### src/rtl/serial_adder_ctrl.sv
// Bit-serial adder: one shared full-adder slice, LSB first, one bit per clock.
// Optional subtract mode is enabled by defining SERIAL_ADDER_SUB_EN.
module serial_adder_ctrl #(
  parameter int WIDTH = 8
) (
  input  logic             clk,
  input  logic             rst_n,
  input  logic             start,
`ifdef SERIAL_ADDER_SUB_EN
  input  logic             sub,
`endif
  input  logic [WIDTH-1:0] a,
  input  logic [WIDTH-1:0] b,
  output logic             busy,
  output logic             done,
  output logic [WIDTH-1:0] sum,
  output logic             cout
);

  localparam int CW = $clog2(WIDTH) + 1;
  localparam logic [CW-1:0] LAST = CW'(WIDTH - 1);

  typedef enum logic [1:0] {IDLE, RUN, DONE} state_t;

  state_t           state;
  logic [WIDTH-1:0] a_sr;
  logic [WIDTH-1:0] b_sr;
  logic [WIDTH-1:0] sum_sr;
  logic             carry;
  logic [CW-1:0]    cnt;

  logic [WIDTH-1:0] b_load;
  logic             carry_init;
  logic             ha0_s, ha0_c, ha1_s, ha1_c, slice_c;

`ifdef SERIAL_ADDER_SUB_EN
  // a - b computed as a + ~b + 1; final carry set means no borrow
  assign b_load     = sub ? ~b : b;
  assign carry_init = sub;
`else
  assign b_load     = b;
  assign carry_init = 1'b0;
`endif

  assign ha0_s   = a_sr[0] ^ b_sr[0];
  assign ha0_c   = a_sr[0] & b_sr[0];
  assign ha1_s   = ha0_s ^ carry;
  assign ha1_c   = ha0_s & carry;
  assign slice_c = ha0_c | ha1_c;

  always_ff @(posedge clk or negedge rst_n) begin
    if (!rst_n) begin
      state  <= IDLE;
      a_sr   <= '0;
      b_sr   <= '0;
      sum_sr <= '0;
      carry  <= 1'b0;
      cnt    <= '0;
      sum    <= '0;
      cout   <= 1'b0;
    end else begin
      case (state)
        IDLE, DONE: begin
          if (start) begin
            a_sr  <= a;
            b_sr  <= b_load;
            carry <= carry_init;
            cnt   <= '0;
            state <= RUN;
          end else begin
            state <= IDLE;
          end
        end
        RUN: begin
          sum_sr <= {ha1_s, sum_sr[WIDTH-1:1]};
          a_sr   <= a_sr >> 1;
          b_sr   <= b_sr >> 1;
          carry  <= slice_c;
          cnt    <= cnt + CW'(1);
          // visible result is only updated once the last bit is in
          if (cnt == LAST) begin
            sum   <= {ha1_s, sum_sr[WIDTH-1:1]};
            cout  <= slice_c;
            state <= DONE;
          end
        end
        default: state <= IDLE;
      endcase
    end
  end

  assign busy = (state == RUN);
  assign done = (state == DONE);

endmodule

### config.mk
export PLATFORM = sky130hd
export DESIGN_NAME = serial_adder_ctrl
export DESIGN_NICKNAME = d
export VERILOG_FILES = /design/src/rtl/serial_adder_ctrl.sv
export SDC_FILE = /design/constraint.sdc
export NUM_CORES = 1
export LEC_CHECK = 0
export ABC_AREA = 1
export ABC_CLOCK_PERIOD_IN_PS = 2500
export CORE_MARGIN = 3
export CORE_UTILIZATION = 46
export CTS_BUF_LIST = sky130_fd_sc_hd__clkbuf_4 sky130_fd_sc_hd__clkbuf_8
export CTS_CLUSTER_DIAMETER = 80
export DETAILED_ROUTE_END_ITERATION = 10
export PLACE_DENSITY = 0.74
export SKIP_LAST_GASP = 1
export SLEW_MARGIN = 20
export SYNTH_ARGS = -nofsm -noshare
export SYNTH_HDL_FRONTEND = slang
export SYNTH_SLANG_ARGS = --single-unit
### constraint.sdc
create_clock -name clk -period 2.5 [get_ports clk]
set_clock_uncertainty 0.1 [all_clocks]
set_input_delay 0.5 -clock clk [delete_from_list [all_inputs] [get_ports clk]]
set_output_delay 0.5 -clock clk [all_outputs]
set_load 0.005 [all_outputs]
==> summary.md <==
| Metric | Value |
|---|---|
| Pwr/cell area | roughly 1200 nW/um^2 |
| GP Congestion | 0.753 |
| Crit-path cells | inv_1 > nor2_4 > clkdlybuf4s50_1 |
| Critical Path Fanout Max | 4 |
| DRT Pass-1 Iters | 4 |
| Syn. warnings | 0 |
| Skew-Pair Late Insertion Delay | around 290 ps |
| Seq/Total Area, Yosys | between 50% and 60% |
| Critical path data arrival time | between 1000 and 1500 ps |
| R2R setup slack | 900 ps |
| Wire per inst | 10.2 um |
| Final wirelength | ~3.0 mm |
| R2r startpoint | state[1] |
| Layout Nets | 270 |
| IO buf count | 29 |
| Root buffer cell | clkbuf_8 |
| Worst reg-to-reg path cell count | 6 |
| Placed wire-length estimate | approximately 2.1 mm |
| Clock sinks | 39 |
| GRT Max-Usage Layer | met2 |
| Crit path time final | 2010 ps |
| #FFs+latches synth | 39 |
| Synth top area share | 56.9% |
| Post-CTS Setup Bufs | 0 |
| Hold_buf cts | 0 |
| Largest cells by area after synthesis | dfrtp_1, nand2_1, inv_1 |
| Global Route met2 Usage | 25.4% |
| Clk slew on worst S/H paths | 80 ps |
| Post-cts sizing count | 0 |
| Share of cells above drive strength 1 | about 6% |
| Via Count | approximately 1400 |
| Crit Path Class | reg -> out |
| Post-Route Utilization | between 60 and 70% |
| Period utilization | just over 80% |
| Largest stage delay, worst path | approximately 510 ps |
| GRT overflow | 0 |
| H-Tree Depth | 2 |
| Slew HR | 44.2% |
| DR vias/cell | about 4.6 |
| DIE AREA | 4500 um^2 |
| Max IR drop VDD | ~0.52 mV |
| Die W | between 60 and 70 um |
| # setup viols final | 0 |
| Synth cell types | 16 |
| Reg2Reg Capture Point | b_sr[2] |
| Initial antenna violation count | 0 |
| CTS tree | done |
| Row count | 21 |
| Commonest cells after routing, fill and taps aside | nand2_1, dfrtp_1, clkdlybuf4s50_1 |
| Cell taking the most area after synthesis | dfrtp_1 |
| Max-cap violations | 0 |
| Synthesized Nets | around 240 |
| Avg Inst Size Synth | about 8 um^2 |
| Syn Inst Count | ~220 |
| RSZ-0062 raised after global routing | no |
| Actual slew at the worst max-slew pin | 837 ps |
| Longest Clk Path Bufs | 2 |
| Hold WC Path Type | in -> async |
| Setup crit end kind | output port |
| Global-route wire length before repair | between 5 and 6 mm |
| Worst setup SP type | flip-flop |
| Mapped cell area | about 1700 um^2 |
| Vias in the first global route | around 1200 |
| Pwr Total | about 0.0025 W |
| # diodes | 0 |
| CP max stage cell | clkdlybuf4s50_1 |
| Met3 Use GR | under 10% |
| Residual DRC | 0 |
| TNS Setup | 0 ps |
| Initial Util | approximately half |
| Core area | 3470 um^2 |
| First DRT Iteration DRCs | 75 |
| Run status | complete, no violations |
| Worst setup path startpoint | state[0] |
| Die H | about 67 um |
| CP Data Required Time | between 1500 and 2000 ps |
| # IOs | 30 |
| Final Hold Viols | 0 |
| Total CTS buffers | 5 |
| Slew Limit Fails | 0 |
| F_max | 497 MHz |
| Routed Antenna Nets | 0 |
| GRT Overall Usage | between 15 and 20% |
| P_leak | roughly 1.1 nW |
| Layout area overhead | 24.0% |
| Met1 Resource Use GR | between 15 and 20% |
| Largest net degree at the start of global routing | 40 |
| Commonest non-fill, non-tap cell in the layout | nand2_1 |
## worst max path at each step
| stage | end | slack [ps] | cells past startpoint |
|---|---|---|---|
| 2_1_floorplan | busy | 1080 | 3 |
| 3_3_place_gp | b_sr[4] | 600 | 6 |
| 3_5_place_dp | b_sr[2] | 510 | 6 |
| 4_1_cts | busy | 470 | 3 |
| 5_1_grt | busy | 410 | 3 |
| 6_report | busy | 490 | 3 |
## per-layer routing
layer  wire [um]  up-vias
li1            -      707
met1        1500      610
met2        1330       31
met3         165        4
met4          29        0
met5           0        -
## state kept, by name (all words and copies together), names as in the netlist
signal / count
a_sr: 8
sum_sr: 7
b_sr: 8
sum: 8
state: 2
cnt: 4
cout: 1
carry: 1
## synth_stat cells
| cell | count |
|---|---|
| nand2_1 | 127 |
| buf_2 | 1 |
| inv_1 | 22 |
| nor2_4 | 1 |
| nand3_1 | 4 |
| a21oi_1 | 1 |
| nand4_1 | 1 |
| nor2_1 | 4 |
| dfrtp_1 | 39 |
| nand2_2 | 1 |
| nor2_2 | 1 |
| buf_4 | 4 |
| o21ai_0 | 7 |
| or2_2 | 1 |
| fa_1 | 1 |
| ha_1 | 1 |
## worst max-delay path: cells and delay by family, from the launching register on
kind,cells,cell delay [ps]
buffers and inverters,2,620
and+or+nand+nor,1,110
DFF,1,400
## cells by family (layout without fill, tap and decap cells)
kind of cell    Yosys count  after routing  synth area share [%]
compound gates            8              8                  2.34
fa+ha+maj                 2              2                  1.90
buf+inv                  27             61                  6.86
flops                    39             39                  56.9
simple gates            140            140                  32.0
## per-stage QoR
step / setup WS [ps] / hold WS [ps] / instances / area, um^2
floorplan: 1080 / 104 / 216 / 1710
global placement: 602 / 349 / 288 / 2040
detailed placement: 513 / 356 / 288 / 2040
CTS: 473 / 236 / 296 / 2130
global route: 411 / 271 / 296 / 2130
finish: 489 / 202 / 296 / 2130
## power by group
part | switching [W] | internal [W] | leakage, nW | total (W)
clock | 0.000225 | 0.000194 | 0.0402 | 0.000419
sequential | 0.000178 | 0.000914 | 0.490 | 0.00109
combinational | 0.000532 | 0.000424 | 0.607 | 0.000956
total | 0.000935 | 0.00153 | 1.14 | 0.00247
## area by class of cell
type | count | area [um^2]
clock inverters | 3 | 20.0
well taps | 46 | 57.6
flip-flops and latches | 39 | 976
fillers | 334 | 1340
multi-input cells | 150 | 621
clock buffers | 5 | 68.8
inverters | 22 | 82.6
repair buffers | 31 | 300
No activity file was read; power rests on OpenSTA's default activity.
